$ cat src/rtl/ste_dice_ctrl.sv
// Push-button dice roll controller: synchronizes and debounces the button, triggers the
// dice module, and validates and counts results. Define STE_DICE_CTRL_DEBOUNCE_EN to enable the debounce counter.
module ste_dice_ctrl #(
  parameter logic [15:0] DEBOUNCE_CYCLES = 16'd50000,
  parameter logic [15:0] TIMEOUT_CYCLES  = 16'd1000
) (
  input  logic       clk,
  input  logic       reset_i,
  input  logic       btn_i,
  input  logic       dice_done_i,
  input  logic [2:0] dice_dout_i,
  output logic       trig_pls_o,
  output logic       busy_o,
  output logic [2:0] result_o,
  output logic       result_valid_o,
  output logic       err_o,
  output logic [7:0] roll_cnt_o
);

  typedef enum logic [1:0] {S_IDLE, S_TRIG, S_WAIT, S_CAPT} state_t;

  state_t      r_state, w_next;
  logic        r_sync1, r_sync2;
  logic        w_btn_db, r_btn_db_d, w_start;
  logic        r_trig_cnt;
  logic [15:0] r_to_cnt;
  logic        w_timeout, w_cap_ok, w_cap_bad;

  always_ff @(posedge clk) begin
    if (reset_i) begin
      r_sync1 <= 1'b0;
      r_sync2 <= 1'b0;
    end else begin
      r_sync1 <= btn_i;
      r_sync2 <= r_sync1;
    end
  end

`ifdef STE_DICE_CTRL_DEBOUNCE_EN
  logic        r_btn_db;
  logic [15:0] r_db_cnt;

  // Any sample agreeing with the current level restarts the run of differing samples.
  always_ff @(posedge clk) begin
    if (reset_i) begin
      r_btn_db <= 1'b0;
      r_db_cnt <= 16'd0;
    end else if (r_sync2 != r_btn_db) begin
      if (r_db_cnt == DEBOUNCE_CYCLES - 16'd1) begin
        r_btn_db <= r_sync2;
        r_db_cnt <= 16'd0;
      end else begin
        r_db_cnt <= r_db_cnt + 16'd1;
      end
    end else begin
      r_db_cnt <= 16'd0;
    end
  end

  assign w_btn_db = r_btn_db;
`else
  assign w_btn_db = r_sync2;
`endif

  always_ff @(posedge clk) begin
    if (reset_i) r_btn_db_d <= 1'b0;
    else         r_btn_db_d <= w_btn_db;
  end

  assign w_start = w_btn_db & ~r_btn_db_d;

  always_ff @(posedge clk) begin
    if (reset_i) r_state <= S_IDLE;
    else         r_state <= w_next;
  end

  always_comb begin
    w_next     = r_state;
    trig_pls_o = 1'b0;
    busy_o     = (r_state != S_IDLE);
    w_timeout  = 1'b0;
    w_cap_ok   = 1'b0;
    w_cap_bad  = 1'b0;
    case (r_state)
      S_IDLE: if (w_start) w_next = S_TRIG;
      S_TRIG: begin
        trig_pls_o = 1'b1;
        if (r_trig_cnt) w_next = S_WAIT;
      end
      S_WAIT: begin
        // done takes priority over a timeout in the same cycle
        if (dice_done_i) begin
          w_next = S_CAPT;
        end else if (r_to_cnt == TIMEOUT_CYCLES - 16'd1) begin
          w_next    = S_IDLE;
          w_timeout = 1'b1;
        end
      end
      S_CAPT: begin
        w_next = S_IDLE;
        if (dice_dout_i >= 3'd1 && dice_dout_i <= 3'd6) w_cap_ok  = 1'b1;
        else                                             w_cap_bad = 1'b1;
      end
      default: w_next = S_IDLE;
    endcase
  end

  always_ff @(posedge clk) begin
    if (reset_i) begin
      r_trig_cnt <= 1'b0;
      r_to_cnt   <= 16'd0;
    end else begin
      r_trig_cnt <= (r_state == S_TRIG) && !r_trig_cnt;
      r_to_cnt   <= (r_state == S_WAIT) ? r_to_cnt + 16'd1 : 16'd0;
    end
  end

  always_ff @(posedge clk) begin
    if (reset_i) begin
      result_o       <= 3'd0;
      result_valid_o <= 1'b0;
      err_o          <= 1'b0;
      roll_cnt_o     <= 8'd0;
    end else begin
      result_valid_o <= w_cap_ok;
      if (w_cap_ok) begin
        result_o   <= dice_dout_i;
        roll_cnt_o <= roll_cnt_o + 8'd1;
      end
      if (r_state == S_IDLE && w_start) err_o <= 1'b0;
      else if (w_timeout || w_cap_bad)  err_o <= 1'b1;
    end
  end

endmodule
$ cat config.mk
export PLATFORM = sky130hd
export DESIGN_NAME = ste_dice_ctrl
export DESIGN_NICKNAME = d
export VERILOG_FILES = /design/src/rtl/ste_dice_ctrl.sv
export SDC_FILE = /design/constraint.sdc
export NUM_CORES = 1
export LEC_CHECK = 0
export CAP_MARGIN = 40
export CORE_UTILIZATION = 49
export CTS_BUF_LIST = sky130_fd_sc_hd__clkbuf_8
export CTS_CLUSTER_DIAMETER = 30
export DETAILED_ROUTE_END_ITERATION = 6
export PLACE_DENSITY = 0.76
export REMOVE_ABC_BUFFERS = 1
export SLEW_MARGIN = 30
export SYNTH_ARGS = -nofsm -noshare
export SYNTH_HDL_FRONTEND = slang
export SYNTH_SLANG_ARGS = --single-unit
$ cat constraint.sdc
create_clock -name clk -period 2.77 [get_ports clk]
set_input_delay 0.277 -clock clk [delete_from_list [all_inputs] [get_ports clk]]
set_output_delay 0.277 -clock clk [all_outputs]
set_load 0.01 [all_outputs]
======== Yosys cells after proc, flatten, opt, wreduce, memory -nomap -nowiden ========
Index checks and enable logic that the tools add are counted.
word-level totals
  bits in registers ....................... 35
  latch bits .............................. 0
  RAM bits ................................ 0
  memory bits (read-only) ................. 0
  output and inout port bits .............. 15
  memories kept ........................... 0
operators by class
  add/sub/neg operators ................... 2
  multipliers ............................. 0
  div/mod/pow operators ................... 0
  order comparisons ....................... 2
  equality and inequality tests ........... 7
  shift-type cells ........................ 0
  muxes and demuxes ....................... 13
  bitwise gates (word level) .............. 3
  reduce and logical (&&, ||, !) cells .... 10
operator list
  operator               number
  $add 16x1->16 const B  1
  $eq 16x10->1 const B   1
  $add 8x1->8 const B    1
  $mux 1                 8
  $mux 2                 4
  $pmux 2 s4             1
  $eq 2x2->1 const B     2
  $ne 2x2->1 const B     2
  $reduce_or 2->1        2
  $ge 3x1->1 const B     1
  $le 3x3->1 const B     1
  $logic_and 1x1->1      3
  $ne 3x3->1 const B     1
  $reduce_and 3->1       1
  $eq 2x1->1 const B     1
  $logic_not 2->1        1
  $not 1->1              2
  $reduce_bool 2->1      1
  $and 1x1->1            1
  $logic_not 1->1        1
  $logic_or 1x1->1       1

======== Logic depth before layout (Yosys ltp) ========
Gate-level depths: netlist of the first run.
  word-level depth ........................ 5
  gate-level depth with buffers ........... 5

======== Worst setup path after synthesis of the first run ========
OpenSTA, ideal clock, no wires.
  path kind ............................... register to register
  start point ............................. register r_to_cnt[5]
  end point ............................... register r_to_cnt[15]
  setup time .............................. 70 ps
  arrival ................................. 1442 ps
  slack ................................... 1259 ps
  cell stages (with the launch flop) ...... 5
  path buffers ............................ 0
  path through ............................ dfxtp_1 nand4_4 nor4_4 or4b_1 a21oi_1
on the way
  longest elaborated chain between the ends .. 1
ends and longest elaborated chain
  item                      RTL line  RTL
  start: declaration        26        logic [15:0] r_to_cnt;
  start signal: assignment  114       r_to_cnt <= (r_state == S_WAIT) ? r_to_cnt + 16'd1 : 16'd0;
  $add 16x1->16             114
No other way between the ends.
A chain may end at the register's enable or synchronous reset.

======== Worst setup path in the final report of the first run ========
  start point ............................. register r_state[0]
  end point ............................... output port trig_pls_o
on the way
  longest elaborated chain between the ends .. 2
ends and longest elaborated chain
  item                      RTL line  RTL
  start: declaration        22        state_t r_state, w_next;
  start signal: assignment  74        else r_state <= w_next;
  $eq 2x1->1                84        case (r_state)
  $mux 1                    84
  end: declaration          12        output logic trig_pls_o,
No other way between the ends.

==> results of run 1 <==
-- worst max-delay path: stages, from the launching register on --
cell             delay (ns)
dfxtp_1                0.49
nand2b_1               0.15
inv_1                  0.10
clkdlybuf4s50_1        0.54
-- per-layer routing --
layer | global-route usage | share of wire
met1 | 0.259 | 0.49
met2 | 0.317 | 0.47
met3 | 0.0593 | 0.033
met4 | 0.0782 | 0.0079
met5 | 0 | 0
-- layout make-up --
cell class / count / share of cell area
Clock inverter: 1 / 0.00197
Timing Repair Buffer: 22 / 0.114
Tap cell: 44 / 0.0289
Clock buffer: 7 / 0.0505
Sequential cell: 35 / 0.367
Inverter: 5 / 0.00984
Multi-Input combinational cell: 128 / 0.428
-- per-stage QoR --
stage / worst slack (ns) / cell area [um2]
3_5_place_dp: 0.695 / 1810
6_report: 0.944 / 1910
3_3_place_gp: 0.797 / 1810
4_1_cts: 0.934 / 1910
2_1_floorplan: 1.26 / 1540
5_1_grt: 0.868 / 1910
-- worst paths after layout --
| kind | depth (start not counted) | slack (ns) | endpoint | start |
|---|---|---|---|---|
| max | 3 | 0.94 | trig_pls_o | r_state[0] |
| min | 1 | 0.43 | r_trig_cnt | r_trig_cnt |
| max reg2reg | 4 | 1.04 | result_o[2] | r_state[0] |
| min reg2reg | 1 | 0.43 | r_trig_cnt | r_trig_cnt |
-- power by group through the flow --
stage          clock [mW]  combinational, mW  sequential [mW]
6_report            0.391             0.0351            0.510
5_1_grt             0.424             0.0385            0.510
4_1_cts             0.405             0.0350            0.509
3_5_place_dp            0             0.0344            0.521
3_3_place_gp            0             0.0333            0.521
2_1_floorplan           0             0.0121            0.520
-- kinds of logic (layout without fill, tap and decap cells) --
family	Yosys count	after routing
AND/OR/NAND/NOR	91	91
adder cells (fa/ha/maj)	2	2
AO/OA/AOI/OAI	15	15
XOR/XNOR	16	16
flip-flops	35	35
buffers and inverters	11	35
multiplexers	4	4
-- registers in the layout, indices dropped and copies added, names as in the netlist --
signal,flops
err_o,1
r_state,2
r_to_cnt,16
result_o,3
r_sync2,1
r_btn_db_d,1
result_valid_o,1
r_sync1,1
r_trig_cnt,1
roll_cnt_o,8
-- synth_stat cells --
cell type | n | share of area
a21oi_1 | 7 | 0.022
a2bb2oi_1 | 1 | 0.0056
and2_1 | 1 | 0.0040
and3_1 | 1 | 0.0040
and4_1 | 2 | 0.011
buf_2 | 1 | 0.0032
clkbuf_1 | 3 | 0.0072
clkbuf_2 | 1 | 0.0032
clkbuf_8 | 1 | 0.0088
dfxtp_1 | 35 | 0.45
ha_1 | 2 | 0.016
inv_1 | 5 | 0.012
mux2_2 | 1 | 0.0072
mux2i_1 | 3 | 0.019
nand2_1 | 10 | 0.024
nand2b_1 | 2 | 0.0080
nand3_1 | 9 | 0.029
nand3_4 | 1 | 0.011
nand4_1 | 5 | 0.020
nand4_4 | 1 | 0.014
nor2_1 | 27 | 0.065
nor2b_1 | 4 | 0.016
nor3_1 | 11 | 0.035
nor3b_1 | 1 | 0.0048
nor4_1 | 5 | 0.020
nor4_4 | 1 | 0.014
nor4b_1 | 1 | 0.0056
o21a_1 | 1 | 0.0048
o21ai_0 | 2 | 0.0064
o31a_1 | 1 | 0.0056
o31ai_1 | 2 | 0.0096
o32ai_1 | 1 | 0.0056
or2_2 | 1 | 0.0040
or3_1 | 1 | 0.0040
or3_2 | 1 | 0.0048
or3b_2 | 2 | 0.011
or4_1 | 3 | 0.014
or4b_1 | 1 | 0.0064
xnor2_1 | 10 | 0.056
xor2_1 | 6 | 0.033
==> metrics.txt, run 1 <==
Crit Path Class=reg -> out; total chip power=roughly 940 uW; Worst-path clk slew=roughly 0.06 ns; Lkg Pwr=0.630 nW; die area=around 0.0034 mm2; Synth Area in Adders=0.0159; post_cts resized=0; PwrDens=490 mW/mm2; # clock sinks=35; vias in the first global route=approximately 1200; Initial Util=0.514; Tcrit/Tclk final=0.659; Initial DRT Pass Iterations=4; area grow syn2layout=21.5%; worst hold path type=reg -> reg; Antenna Cells=0; vias per std cell=5.43; first-pass GRT wire length=approximately 5300 um; Final Hold Viols=0; sw frac=0.201; clock tree buffer depth=2; CTS buffer count=5; CP startpoint kind=flip-flop; sequential share of the synthesized area=0.446; Mapped Avg Cell Area=roughly 9.0 um2; Routed Antenna Nets=0; Storage cell area=approximately 700 um2; Net Sw Power=between 150 and 200 uW; fin. max-slew vios=0; CTS root buf=clkbuf_8; number of setup buffers added after CTS=0; routability congestion estimate=roughly 0.87; drt total wl=a little over 3000 um; dpl hpwl=2140 um; Worst-Skew Late Latency=between 0.2 and 0.3 ns; GRT Residual Overflow=0; DRC Markers=0; post-synthesis compound-gate area fraction=0.0598; hold_ws=about 0.43 ns; clock power share=0.418; CP required=2.49 ns; Cells after Synth=about 170; crit end category=output port; Fill cells=approximately 290; largest net degree at the start of global routing=21; DR vias=between 1000 and 1500; antenna violations before repair=0; Setup Skew=0.00424 ns; hold_buf cts=0; run status=finished clean; PortBufs=21; Peak Freq=0.548 GHz; TNS Setup=0 ns; worst-margin pin slew=0.662 ns; I/O pins=22; placed cell count=around 230; final core occ=0.625; Die Y=58.6 um; area of the multi-input gates=about 820 um2; layout cells sized above 1=0.0808; CTS tree=built; Core Region=just over 0.003 mm2; Ys Warns=0; Worst slew margin=0.555; die width=just under 60 um; Finished Layout Cells=about 240; Simple-Gate Fraction of Synth Area=0.328; Setup Viol. Count Final=0; Worst VDD drop=~330 uV; mux cell area share after synthesis=0.0263; Std-Cell Rows=20; Reg power frac=0.545; main combinational cell family by area after synthesis=simple AND/OR/NAND/NOR gates; Routed WL per cell=approximately 12 um; Detailed Route Iter0 Violations=50; H-Tree Depth=2; most common cell after layout, fill and taps aside=dfxtp_1; Internal Pwr Total=about 750 uW; # nets final=~210; Unique masters post-synth=40; GRT Total Usage=0.201; commonest non-fill, non-tap cells in the layout=dfxtp_1, nor2_1, clkdlybuf4s50_1; Post-Synth XOR/XNOR Area=0.0892; Worst EP arrival=between 1.5 and 2 ns; Synth Cell Area=about 0.0016 mm2; RSZ-0062 raised after global routing=no; Seq cells post-synth=35; Crit Path Max Fanout=10; Max Cap Violations=0; min cycle time layout=roughly 1.8 ns; logic gate share of total power=0.038
Note: power is estimated with default switching activity, not from simulation.
==> inputs of run 2 (changes only) <==
--- a/config.mk
+++ b/config.mk
@@ -10,7 +10,7 @@
 export CTS_BUF_LIST = sky130_fd_sc_hd__clkbuf_8
 export CTS_CLUSTER_DIAMETER = 30
 export DETAILED_ROUTE_END_ITERATION = 6
-export PLACE_DENSITY = 0.76
+export PLACE_DENSITY = 0.79
 export REMOVE_ABC_BUFFERS = 1
 export SLEW_MARGIN = 30
 export SYNTH_ARGS = -nofsm -noshare
==> constraint.sdc (replaced) <==
create_clock -name clk -period 1.45 [get_ports clk]
set_input_delay 0.145 -clock clk [delete_from_list [all_inputs] [get_ports clk]]
set_output_delay 0.145 -clock clk [all_outputs]
set_load 0.01 [all_outputs]
==> metrics.txt, run 2 (synthesis gave the netlist of run 1 again) <==
TNS Setup=-0.0201 ns (was 0 ns); DRC Markers=0 (unchanged); worst-margin pin slew=0.470 ns (was 0.662 ns); pre-CTS WS=-0.319 ns (was 0.695 ns); first-pass GRT wire length=5860 um (was 5260 um); Fill cells=248 (was 287); # nets final=235 (was 206); biggest registers after layout=r_to_cnt (16), roll_cnt_o (8), result_o (3) (unchanged); area grow syn2layout=39.7% (was 21.5%); CTS root buf=clkbuf_8 (unchanged); RSZ-0062 raised after global routing=yes (was no); Lkg Pwr=0.866 nW (was 0.630 nW); RR Endpoint=r_to_cnt[15] (was result_o[2]); die area=0.00344 mm2 (unchanged); run status=finished, violations left (was finished clean); I/O pins=22 (unchanged); Worst EP arrival=1.69 ns (was 1.55 ns); Antenna Cells=0 (unchanged); Top reg by flops=r_to_cnt (unchanged); DR vias=1421 (was 1313); crit end category=flip-flop (was output port); GRT Residual Overflow=0 (unchanged); Routed Antenna Nets=0 (unchanged); Tcrit/Tclk final=1.01; Worst-path clk slew=0.07 ns (was 0.06 ns); CP startpoint kind=flip-flop (unchanged); GRT Total Usage=0.231 (was 0.201); hold_buf cts=0 (unchanged); CTS tree=built (unchanged); routability congestion estimate=0.816 (was 0.874); Setup Skew=0.00747 ns (was 0.00424 ns); crit path launch=r_to_cnt[6] (was r_state[0]); R2R setup slack=-0.02 ns (was 1.04 ns); # clock sinks=35 (unchanged); worst hold path type=in -> reg (was reg -> reg); clock tree buffer depth=2 (unchanged); Core Region=0.00305 mm2 (unchanged); largest net degree at the start of global routing=21 (unchanged); Worst VDD drop=712 uV (was 335 uV); dpl hpwl=2450 um (was 2140 um); Routed WL per cell=12.6 um (was 12.5 um); die width=58.6 um (unchanged); Detailed Route Iter0 Violations=66 (was 50); Reg2Reg Launch Point=r_to_cnt[6] (was r_state[0]); Initial Util=0.514 (unchanged); layout cells sized above 1=0.282 (was 0.0808); antenna violations before repair=0 (unchanged); Std-Cell Rows=20 (unchanged); vias in the first global route=1444 (was 1220); vias per std cell=5.24 (was 5.43); min-delay src=dice_dout_i[2] (was r_trig_cnt); fin. max-slew vios=0 (unchanged); Crit Path Max Fanout=4 (was 10); min cycle time layout=approximately 1.5 ns; PwrDens=822 mW/mm2 (was 490 mW/mm2); Register-to-Register Path Depth=4 (unchanged); most common cell after layout, fill and taps aside=buf_4 (was dfxtp_1); Final Hold Viols=0 (unchanged); PortBufs=21 (unchanged); Worst slew margin=0.685 (was 0.555); CTS buffer count=5 (unchanged); Setup Viol. Count Final=1 (was 0); drt total wl=3430 um (was 3020 um); Peak Freq=between 0.6 and 0.7 GHz; CP required=1.67 ns (was 2.49 ns); max FFs per register=16 (unchanged); H-Tree Depth=2 (unchanged); hold-critical path depth=4 (was 1); WHS Endpoint=result_o[2] (was r_trig_cnt); commonest non-fill, non-tap cells in the layout=buf_4, nor2_1, dfxtp_1 (was dfxtp_1, nor2_1, clkdlybuf4s50_1); failing checks=negative setup slack; Crit Path Class=reg -> reg (was reg -> out); Max Cap Violations=0 (unchanged); setup ws final=-0.0201 ns (was 0.944 ns); Initial DRT Pass Iterations=4 (unchanged); Die Y=58.6 um (unchanged); Worst-Skew Late Latency=0.28 ns (about the same)
## run 2: cell types whose count changed in the layout (fill, tap and decap cells not counted), moves of 2 or more
cell and delta:
buf_4 +29, dfxtp_1 -10, dfxtp_4 +2, dfxtp_2 +8
dlymetal6s2s_1 +5, clkdlybuf4s50_1 -8
## run 2: critical path: stages, from the launching register on
cell and delay (ns):
dfxtp_2 0.35, nand4_4 0.14, nor4_4 0.32, or4b_1 0.46, a21oi_1 0.14
## run 2: worst max path at each step
stage                          endpoint  slack [ns]
after floorplan            r_to_cnt[15]       -0.06
after global placement    roll_cnt_o[7]       -0.29
after detailed placement  roll_cnt_o[5]       -0.32
after CTS                 roll_cnt_o[4]       0.002
after global routing       r_to_cnt[15]       -0.09
final                      r_to_cnt[15]       -0.02
## run 2: routing by layer
layer | wire (um) | track usage | vias to the layer above
met2 | 1870 | 0.404 | 31
met4 | 44 | 0.136 | 0
met3 | 145 | 0.0791 | 6
met5 | 0 | 0 | -
li1 | - | - | 710
met1 | 1370 | 0.240 | 674
## run 2: where the power goes
| group | switching (mW) | leakage [nW] | total, mW | internal [mW] |
|---|---|---|---|---|
| clock network | 0.332 | 0.0557 | 0.758 | 0.426 |
| logic | 0.0385 | 0.522 | 0.0782 | 0.0397 |
| registers | 0.00282 | 0.288 | 0.966 | 0.964 |
## run 2: through the flow
step / hold slack (ns) / power, mW / cells / area [um2] / utilization
2_1_floorplan: 0.214 / 1.02 / 168 / 1540 / -
3_3_place_gp: 0.410 / 1.07 / 261 / 2010 / 0.659
3_5_place_dp: 0.411 / 1.07 / 261 / 2010 / 0.659
4_1_cts: 0.372 / 1.83 / 270 / 2130 / 0.699
5_1_grt: 0.395 / 1.88 / 271 / 2190 / 0.718
6_report: 0.354 / 1.80 / 271 / 2190 / 0.718
## run 2: repair_timing
action / CTS / global route
endpoints found under the hold margin: 0 / 0
setup endpoints to repair: 7 / 21
gates resized for setup: 13 / 21
setup buffers: 1 / 1
pin swaps: 1 / 4
## run 2: final cells by class
cell class	instances	area [um2]	area share
inverters	5	18.8	0.00856
clock inverters	1	3.75	0.00171
flip-flops and latches	35	718	0.327
clock buffers	7	96.3	0.0439
multi-input cells	128	860	0.392
repair buffers	51	442	0.201
well taps	44	55.1	0.0251
